File: config.mk
export PLATFORM = sky130hd
export DESIGN_NAME = pattern_tx_10110
export DESIGN_NICKNAME = d
export VERILOG_FILES = /design/src/rtl/pattern_tx_10110.sv
export SDC_FILE = /design/constraint.sdc
export NUM_CORES = 1
export LEC_CHECK = 0
export ABC_CLOCK_PERIOD_IN_PS = 2100
export CAP_MARGIN = 10
export CORE_MARGIN = 3
export CORE_UTILIZATION = 40
export DETAILED_ROUTE_END_ITERATION = 6
export PLACE_DENSITY = 0.71
export SLEW_MARGIN = 20
export SYNTH_ARGS = -nofsm -noshare
export SYNTH_HDL_FRONTEND = slang
export SYNTH_SLANG_ARGS = --single-unit
File: constraint.sdc
create_clock -name clk -period 2.1 [get_ports clk]
set_clock_uncertainty 0.15 [all_clocks]
set_input_delay 0.42 -clock clk [delete_from_list [all_inputs] [get_ports clk]]
set_output_delay 0.42 -clock clk [all_outputs]
set_load 0.02 [all_outputs]
File: src/rtl/pattern_tx_10110.sv
// Purpose : serial transmitter that shifts PATTERN out MSB-first, rep_count times, with GAP_LEN idle bits between repetitions.
// Latency : first bit is valid one cycle after an accepted start; one bit is consumed per bit_en strobe; done pulses for one cycle at the end.
// Backpr. : bit_en is the consumer's pace; a bit is held on out_data until a strobe takes it, and abort ends a transfer at once.
//
// Ports:
//   clk, reset         rising-edge clock, asynchronous active-low reset
//   start, rep_count   request and repetition count (sampled only in IDLE)
//   bit_en             strobe that consumes the current bit (or gap bit)
//   abort              ends the transfer from SEND/GAP (ignored elsewhere)
//   out_data/out_valid serial data and its qualifier (SEND only)
//   busy, done         transfer in progress / one-cycle end-of-request pulse
//   sent_count         completed repetitions of the current/last request (saturating)
//   state              IDLE=00 SEND=01 GAP=10 DONE=11
module pattern_tx_10110 #(
    parameter int                 PAT_LEN = 5,
    parameter logic [PAT_LEN-1:0] PATTERN = 5'b10110,
    parameter int                 GAP_LEN = 2,
    parameter int                 CNT_W   = 8
) (
    input  logic             clk,
    input  logic             reset,
    input  logic             start,
    input  logic [CNT_W-1:0] rep_count,
    input  logic             bit_en,
    input  logic             abort,
    output logic             out_data,
    output logic             out_valid,
    output logic             busy,
    output logic             done,
    output logic [CNT_W-1:0] sent_count,
    output logic [1:0]       state
);

    localparam int IW = (PAT_LEN > 1) ? $clog2(PAT_LEN) : 1;
    localparam int GW = (GAP_LEN > 0) ? $clog2(GAP_LEN + 1) : 1;
    localparam logic [IW-1:0]    LAST_IDX = IW'(PAT_LEN - 1);
    localparam logic [CNT_W-1:0] CNT_MAX  = {CNT_W{1'b1}};

    typedef enum logic [1:0] {
        S_IDLE = 2'b00,
        S_SEND = 2'b01,
        S_GAP  = 2'b10,
        S_DONE = 2'b11
    } state_t;

    state_t           cur_state, nxt_state;
    logic [IW-1:0]    bit_idx, bit_idx_nxt;
    logic [GW-1:0]    gap_cnt, gap_cnt_nxt;
    logic [CNT_W-1:0] reps_left, reps_left_nxt;
    logic [CNT_W-1:0] sent_nxt;
    logic             out_data_nxt, out_valid_nxt, busy_nxt, done_nxt;

    assign state = cur_state;

    always_comb begin
        nxt_state     = cur_state;
        bit_idx_nxt   = bit_idx;
        gap_cnt_nxt   = gap_cnt;
        reps_left_nxt = reps_left;
        sent_nxt      = sent_count;

        case (cur_state)
            S_IDLE: begin
                // abort is meaningless here, so start wins when both are high
                if (start) begin
                    sent_nxt = '0;
                    if (rep_count != '0) begin
                        reps_left_nxt = rep_count;
                        bit_idx_nxt   = LAST_IDX;
                        nxt_state     = S_SEND;
                    end else begin
                        nxt_state = S_DONE;
                    end
                end
            end
            S_SEND: begin
                if (abort) begin
                    // a partially sent repetition is not counted
                    nxt_state = S_DONE;
                end else if (bit_en) begin
                    if (bit_idx != '0) begin
                        bit_idx_nxt = bit_idx - IW'(1);
                    end else begin
                        if (sent_count != CNT_MAX) sent_nxt = sent_count + CNT_W'(1);
                        reps_left_nxt = reps_left - CNT_W'(1);
                        if (reps_left == CNT_W'(1)) begin
                            nxt_state = S_DONE;
                        end else if (GAP_LEN > 0) begin
                            nxt_state   = S_GAP;
                            gap_cnt_nxt = GW'(GAP_LEN);
                        end else begin
                            // back-to-back repetitions: wrap straight to the first bit
                            bit_idx_nxt = LAST_IDX;
                        end
                    end
                end
            end
            S_GAP: begin
                if (abort) begin
                    nxt_state = S_DONE;
                end else if (bit_en) begin
                    if (gap_cnt <= GW'(1)) begin
                        gap_cnt_nxt = '0;
                        bit_idx_nxt = LAST_IDX;
                        nxt_state   = S_SEND;
                    end else begin
                        gap_cnt_nxt = gap_cnt - GW'(1);
                    end
                end
            end
            S_DONE: begin
                nxt_state = S_IDLE;
            end
            default: begin
                nxt_state = S_IDLE;
            end
        endcase

        // outputs are computed from the next state so they can be registered
        // alongside it without adding a cycle of latency
        out_data_nxt  = (nxt_state == S_SEND) ? PATTERN[bit_idx_nxt] : 1'b0;
        out_valid_nxt = (nxt_state == S_SEND);
        busy_nxt      = (nxt_state == S_SEND) || (nxt_state == S_GAP);
        done_nxt      = (nxt_state == S_DONE);
    end

    always_ff @(posedge clk or negedge reset) begin
        if (!reset) begin
            cur_state  <= S_IDLE;
            bit_idx    <= '0;
            gap_cnt    <= '0;
            reps_left  <= '0;
            sent_count <= '0;
            out_data   <= 1'b0;
            out_valid  <= 1'b0;
            busy       <= 1'b0;
            done       <= 1'b0;
        end else begin
            cur_state  <= nxt_state;
            bit_idx    <= bit_idx_nxt;
            gap_cnt    <= gap_cnt_nxt;
            reps_left  <= reps_left_nxt;
            sent_count <= sent_nxt;
            out_data   <= out_data_nxt;
            out_valid  <= out_valid_nxt;
            busy       <= busy_nxt;
            done       <= done_nxt;
        end
    end

endmodule
Word level (Yosys, flattened, before mapping)
Memory sizes are Yosys's and may differ from the RTL's. Index checks and enable logic that the tools add are counted.

$add $sub $neg: 4. Multiply operators: 0. Div/mod/pow operators: 0. $lt $le $gt $ge: 2. Eq/ne operators: 17. Shifts and indexed selects: 0. Mux-type cells: 41. Bitwise logic cells: 0. Reductions and logical operators: 9.

Operators by type and width (number): $mux 8 (10); $pmux 8 s2 (2); $mux 2 (15); $mux 3 (8); $ne 2x2->1 const B (9); $reduce_and 6->1 (2); $pmux 3 s3 (1); $add 8x1->8 const B (1); $eq 2x2->1 const B (4); $eq 8x1->1 const B (1); $ne 8x8->1 const B (1); $pmux 2 s4 (1); $reduce_bool 8->1 (1); $sub 8x1->8 const B (1); $reduce_and 7->1 (1); $eq 2x1->1 const B (2); $lt 3x4->1 const B (1); $pmux 2 s2 (1); $reduce_bool 2->1 (2); $mux 1 (3); $reduce_bool 3->1 (1); $sub 3x1->3 const B (1); $le 2x1->1 const B (1); $logic_not 2->1 (1); 2 further kinds (2).

Bits in registers: 27. Latch bits: 0. Bits in writable memories: 0. Bits in read-only memories: 8. Bits of input ports: 13. Logic and storage cells: 83. Memories: 1.

Memory list: (no name shown) (depth 8, width 1, rd ports 1, clocked after memory_dff 0, write ports 0, line 121) `out_data_nxt = (nxt_state == S_SEND) ? PATTERN[bit_idx_nxt] : 1'b0;`.

Depth between registers and ports, before layout
Gate-level depths: netlist of run 1.

Word-level depth: 8. Depth in mapped cells: 9.

Worst setup path after synthesis of run 1
OpenSTA, ideal clock, no wires.

Kind: register to register. Start point: reg bit_idx[0]. End point: reg sent_count[3]. Arrival time: 1645 ps. Data required time: 1829 ps. Slack: 184 ps. Cell stages (with the launch flop): 8. Cells stage by stage: dfrtp_1 inv_1 ha_1 and2b_1 nand3_2 a211o_1 buf_2 a22o_1.

Word-level cells in the longest chain between the ends: 3.

Ends and longest elaborated chain: start: declaration (line 47) `logic [IW-1:0] bit_idx, bit_idx_nxt;`; start signal: assignment (line 140) `bit_idx <= bit_idx_nxt;`; $reduce_bool 3->1 (line 81) `if (bit_idx != '0) begin`; $ne 2x2->1 (no line); $reduce_and 6->1 (no line); end signal: assignment (line 143) `sent_count <= sent_nxt;`; end: declaration (line 30) `output logic [CNT_W-1:0] sent_count,`.

Every way passes these cells. A chain may end at the register's enable or synchronous reset.

Final worst setup path of run 1
Start point: in rep_count[1]. End point: reg out_data.

Word-level cells in the longest chain between the ends: 7. Elaborated cells between the ends (all ways): 11. Classes of those cells: eq/ne (1); mux (8); reduce/logical (1); memory (1).

Ends and longest elaborated chain: start: declaration (line 23) `input logic [CNT_W-1:0] rep_count,`; $reduce_bool 8->1 (line 67) `if (rep_count != '0) begin`; $mux 3 (line 67); $mux 3 (line 65) `if (start) begin`; $pmux 3 s3 (line 62) `case (cur_state)`; net bit_idx_nxt[0] (line 47); $mem_v2 8x1; $mux 1 (implied by the code) (line 121); $mux 1 (line 121); net out_data_nxt (line 51) `logic out_data_nxt, out_valid_nxt, busy_nxt, done_nxt;`; end signal: assignment (line 144) `out_data <= out_data_nxt;`; end: declaration (line 26) `output logic out_data,`.

The timed path passes the listed nets, and every way through them passes these cells. The select of a mux whose other input is x is not followed.

==> flow_metrics.py, run 1 <==
metrics = {
    "logic_synthesis": {
        "netlist_instances": 190,
        "synth_async_sr_flop_share": 1.000,
        "synth_xor_area_frac": 0.005208,
        "synth-compound-area-share": 0.2656,
        "synth_edf_count": 0,
        "ys.flop_type": "dfrtp_1",
        "synthesis.area_sq_um": 1682,
        "synth.area.mux_share": 0.005952,
        "ys_seq_area_frac": 0.4018,
        "synth_top_family_by_area": "compound AO/OA/AOI/OAI gates",
        "syn_nets": 210,
        "synthAdderAreaFrac": 0.05208,
        "synth.distinct_cells": 47,
        "avgSynthCellArea_sq_um": 8.851,
        "synth_top_area_share": 0.4018,
        "ys_ff_latch": 27,
        "yosys.area_share.simple": 0.2173,
        "synthTopCellsByArea": "dfrtp_1 40%, o21ai_0 7.4%, ha_1 5.2%",
        "synth_top_cell_by_area": "dfrtp_1",
        "yosysWarningCount": 0,
    },
    "worst_setup_path": {
        "rrSetupSlack_ns": 0.09,
        "endpoint": "out_data",
        "arrival_ns": 2.04,
        "rr_endpoint": "out_data",
        "end_kind": "register",
        "worstRegToRegCells": 10,
        "cp-start-kind": "input port",
        "worstPathRequired_ns": 2.12,
        "worstSetupPathType": "in -> reg",
        "critPathLaunch": "rep_count[1]",
        "timing.rr.start": "bit_idx[1]",
        "worst-path-max-fanout": 3,
    },
    "route": {
        "drt_iter0_markers": 111,
        "drtAntennaViolNets": 0,
        "met3_length_microns": 253,
        "drc": 0,
        "vias_per_cell": 5.550,
        "drt-met1-wl_microns": 1807,
        "drt-total-wl_microns": 3911,
        "vias": 1604,
        "wl_per_cell_microns": 13.53,
        "met2_length_microns": 1817,
        "drt-pass1-iter-count": 4,
        "topRoutingLayerUsed": "met4",
    },
    "timing": {
        "setup_slack_ns": 0.08133,
        "finalCriticalPeriod_ns": 2.019,
        "timing.final.crit_share": 0.9613,
        "slew_violations": 0,
        "max_freq_mhz": 495.4,
        "finalSetupViolations": 0,
        "hold_viol_final": 0,
        "slew_headroom": 0.7583,
        "setup-tns-final_ns": 0,
        "worst_slew_pin_slew_ns": 0.3599,
    },
    "die": {
        "rows": 22,
        "dieArea_sq_um": 5018,
        "core_sq_um": 3854,
        "io_pins": 27,
        "die_x_microns": 70.84,
        "die_h_microns": 70.84,
        "start_util": 0.4364,
    },
    "power": {
        "leakage_nw": 0.9911,
        "ir_drop_v": 0.0007441,
        "powerDensity_nw_per_um2": 1424,
        "power_w": 0.003265,
    },
    "min_path": {
        "worstHoldPathCells": 3,
        "hp-class": "in -> reg",
    },
    "place": {
        "pre_cts_slack_ns": -0.2938,
        "placed_area_sq_um": 2178,
        "place_congestion": 0.9693,
        "hpwl_microns": 2995,
        "port_buffers": 26,
    },
    "finish": {
        "layout_common_cells": "30 x buf_4, 26 x dfrtp_1, 24 x clkdlybuf4s50_1",
        "area_delta_synth_final_pct": 36.38,
        "n_antenna_cell": 0,
        "final_area_sq_um": 2293,
        "fin_nets": 262,
        "postLayoutCoreUtil": 0.5951,
        "final_common_cell": "buf_4",
        "final_layout_size_suffix_gt1_frac": 0.2282,
    },
    "cts": {
        "cts.sinks": 27,
        "clkTransAtPathRegs_ns": 0.09,
        "cts_tree": "yes",
        "cts_root_buffer": "clkbuf_8",
        "holdBufCountCts": 0,
        "clock_path_buffers": 2,
        "cts_max_level": 1,
        "cts_buffers": 3,
        "clock_latency_ns": 0.27,
    },
    "global_routing": {
        "antenna_found_initial": 0,
        "grt_remaining_overflow": 0,
        "grt_max_degree": 28,
        "grt_pass1_vias": 1538,
        "grt_use_total": 0.1609,
        "grt_pass1_wl_microns": 6734,
    },
    "job": {
        "cap_violations": 0,
    },
    "status": {
        "status": "complete, no violations",
    },
}
==> routing by layer <==
metal  global-route usage  vias to the layer above
li1                     -                      798
met1               0.2170                      751
met2               0.2678                       51
met3              0.03409                        4
met4              0.03132                        0
met5                    0                        -
==> worst min-delay path by stage <==
| stage | from | to | slack [ns] |
|---|---|---|---|
| floorplan | reset | bit_idx[0] | -0.03 |
| global placement | reps_left[1] | reps_left[1] | 0.37 |
| detailed placement | gap_cnt[0] | gap_cnt[0] | 0.38 |
| CTS | reset | sent_count[6] | 0.37 |
| global route | reset | sent_count[6] | 0.39 |
| finish | rep_count[6] | reps_left[6] | 0.35 |
==> worst max-delay path, cell delays in order <==
cell             delay [ns]
clkdlybuf4s50_1        0.46
nor4_4                 0.40
nand3_2                0.14
buf_4                  0.15
a41oi_2                0.18
xor2_1                 0.10
o21a_1                 0.18
==> final cells by class <==
class	instances	area, sq um
multi-input combinational	144	967.2
tap	48	60.06
clock buffer	4	45.04
timing repair buffer	57	510.5
sequential	27	676.9
fill	349	1560
inverter	9	33.78
==> synthesized netlist by cell type (3+ instances only) <==
library cell   n
nand3_1        4
nor3_1         6
a21o_1         3
a22o_1         4
buf_2          4
o21ai_0       25
dfrtp_1       27
nand2b_1       6
a21oi_1       14
inv_1          9
ha_1           7
nor2_1        11
o21a_1         3
nand2_1       18
a31oi_1        4
clkbuf_1       3
or3_1          4
nor2b_1        4
==> power by group <==
part           internal, W  switching [W]
sequential        0.000757       0.000247
clock             0.000136       0.000154
combinational     0.000957        0.00101
total              0.00185        0.00142
==> per-stage QoR <==
stage / hold slack, ns / std cells
after detailed placement: 0.3850 / 283
after floorplan: -0.02559 / 190
final: 0.3487 / 289
after global routing: 0.3911 / 289
after global placement: 0.3670 / 283
after CTS: 0.3714 / 287
==> what timing repair did <==
action                                  CTS  global route
pin swaps                                 0             3
endpoints found under the setup margin    4             8
resized for setup                         3            12
buffers inserted                          0             2
==> logic make-up after synthesis <==
group	Yosys count
compound gates	68
xor+xnor	1
fa+ha+maj	7
buf+inv	19
flops	27
mux	1
simple gates	67
==> state kept, by name (all words and copies together) (netlist names) <==
| signal | count |
|---|---|
| state | 2 |
| out_valid | 1 |
| bit_idx | 3 |
| done | 1 |
| gap_cnt | 2 |
| busy | 1 |
| out_data | 1 |
| reps_left | 8 |
| sent_count | 8 |
No activity file was read; power rests on OpenSTA's default activity.
==> inputs of run 2 (changes only) <==
--- a/config.mk
+++ b/config.mk
@@ -8,9 +8,9 @@
 export ABC_CLOCK_PERIOD_IN_PS = 2100
 export CAP_MARGIN = 10
 export CORE_MARGIN = 3
-export CORE_UTILIZATION = 40
+export CORE_UTILIZATION = 25
 export DETAILED_ROUTE_END_ITERATION = 6
-export PLACE_DENSITY = 0.71
+export PLACE_DENSITY_LB_ADDON = 0.1
 export SLEW_MARGIN = 20
 export SYNTH_ARGS = -nofsm -noshare
 export SYNTH_HDL_FRONTEND = slang
==> run 2 against run 1 <==
  * Sequential share of layout area fell by 0.88 points
  * Routed wire length rose by 10%
  * Via count fell by 1.9%
  * Count of clock-buffer cells in the layout fell by 1
  * Utilization fell by 23 points
  * Clock power rose by 5%
  * Critical path depth fell by 6
  * Setup slack got worse by 0.018 ns
  * Critical path type is now reg -> out
  * Highest routed layer unchanged
  * Sequential power barely moved
  * Sequential cell count did not move
==> flow_metrics.py, run 2 (same netlist as run 1, synthesis figures left out) <==
metrics = {
    "status": {
        "status": "complete, no violations",
    },
    "worst_setup_path": {
        "worstPathRequired_ns": 1.53,
        "arrival_ns": 1.47,
        "crit_slowest_cell": "clkdlybuf4s50_1",
        "end_kind": "output port",
        "cpPeakStageDelay_ns": 0.66,
        "rrSetupSlack_ns": 0.11,
        "critPathLaunch": "state[1]",
        "timing.rr.start": "bit_idx[0]",
        "endpoint": "state[1]",
        "path_buf_inv": 1,
        "cp-start-kind": "register",
        "crit_chain": "clkdlybuf4s50_1",
        "cp_num_cells": 1,
        "crit_family": "buffers and inverters",
        "worst-path-max-fanout": 15,
        "worstSetupPathType": "reg -> out",
        "rr_endpoint": "busy",
        "worstRegToRegCells": 9,
    },
    "die": {
        "start_util": 0.2618,
        "rows": 29,
        "die_x_microns": 88.02,
        "core_sq_um": 6422,
        "dieArea_sq_um": 7747,
        "io_pins": 27,
        "die_h_microns": 88.02,
    },
    "cts": {
        "clock_latency_ns": 0.28,
        "cts.sinks": 27,
        "cts_root_buffer": "clkbuf_8",
        "cts_buffers": 3,
        "cts_tree": "yes",
        "clock_path_buffers": 2,
        "cts_max_level": 1,
        "clkTransAtPathRegs_ns": 0.10,
    },
    "finish": {
        "n_antenna_cell": 0,
        "stdcell_count": 325,
        "layout_common_cells": "38 x buf_4, 25 x dfrtp_1, 25 x clkdlybuf4s50_1",
        "fin_nets": 269,
        "final_layout_size_suffix_gt1_frac": 0.2581,
        "final_common_cell": "buf_4",
        "final_area_sq_um": 2369,
        "reg_top3": "reps_left (8), sent_count (8), bit_idx (3)",
        "area_delta_synth_final_pct": 40.85,
    },
    "timing": {
        "setup_slack_ns": 0.06351,
        "max_freq_mhz": 491.0,
        "setup-tns-final_ns": 0,
        "slew_headroom": 0.7288,
        "timing.final.crit_share": 0.9698,
        "hold_viol_final": 0,
        "finalSetupViolations": 0,
        "rsz0062_at_grt": "yes",
        "finalCriticalPeriod_ns": 2.036,
        "worst_slew_pin_slew_ns": 0.4032,
        "slew_violations": 0,
    },
    "min_path": {
        "hp-class": "in -> async",
    },
    "power": {
        "leakage_nw": 1.010,
        "ir_drop_v": 0.0003446,
        "powerDensity_nw_per_um2": 1404,
    },
    "route": {
        "drt-total-wl_microns": 4315,
        "drt-pass1-iter-count": 4,
        "vias": 1573,
        "drt_iter0_markers": 67,
        "drtAntennaViolNets": 0,
        "drc": 0,
        "wl_per_cell_microns": 13.28,
        "vias_per_cell": 4.840,
    },
    "global_routing": {
        "grt_remaining_overflow": 0,
        "antenna_found_initial": 0,
        "grt_pass1_vias": 1459,
        "grt_use_total": 0.1188,
        "grt_max_degree": 28,
        "grt_pass1_wl_microns": 7148,
    },
    "place": {
        "port_buffers": 26,
        "hpwl_microns": 3258,
        "placed_area_sq_um": 2262,
        "pre_cts_slack_ns": -0.2960,
        "placed_cells": 320,
        "place_congestion": 0.7951,
    },
    "job": {
        "cap_violations": 0,
    },
}
-- run 2: what timing repair did --
item / in CTS / in global routing
hold buffers: 0 / 0
setup endpoints to repair: 3 / 17
buffers inserted: 0 / 1
pin swaps: 0 / 2
resized for setup: 2 / 12
cloned: 0 / 0
-- run 2: power by group --
group | total (W) | internal [W] | switching, W
combinational | 0.00203 | 0.000991 | 0.00103
clock | 0.000304 | 0.000133 | 0.000170
sequential | 0.000996 | 0.000758 | 0.000238
total | 0.00333 | 0.00188 | 0.00144
-- run 2: per-stage QoR --
stage                     total power [W]  hold WS (ns)    util
after floorplan                  0.002119      -0.02559       -
after global placement           0.002985        0.3615  0.3522
after detailed placement         0.002971        0.3719  0.3522
after CTS                        0.003293        0.3843  0.3598
after global routing             0.003637        0.4014  0.3688
final                            0.003326        0.3712  0.3688
-- run 2: how the worst min path moves through the flow --
stage | from | endpoint | slack (ns) | cells after the start
floorplan | reset | bit_idx[0] | -0.03 | 0
global placement | reps_left[1] | reps_left[1] | 0.36 | 2
detailed placement | reps_left[1] | reps_left[1] | 0.37 | 2
CTS | reset | sent_count[6] | 0.38 | 2
global route | reset | sent_count[6] | 0.40 | 2
finish | reset | sent_count[7] | 0.37 | 2
-- run 2: cell type report --
class	count	area, sq um
Fill cell	654	4054
Inverter	9	33.78
Timing Repair Buffer	64	548.0
Clock inverter	1	5.005
Sequential cell	27	678.2
Clock buffer	3	41.29
Multi-Input combinational cell	144	965.9
Tap cell	77	96.34
-- run 2: per-layer routing --
metal  global-route usage  vias up  share of wire
met1               0.1741      741           0.52
met3              0.02070        4          0.029
met2               0.1753       23           0.44
met5                    0        -              0
met4              0.04121        0          0.010
li1                     -      805              -
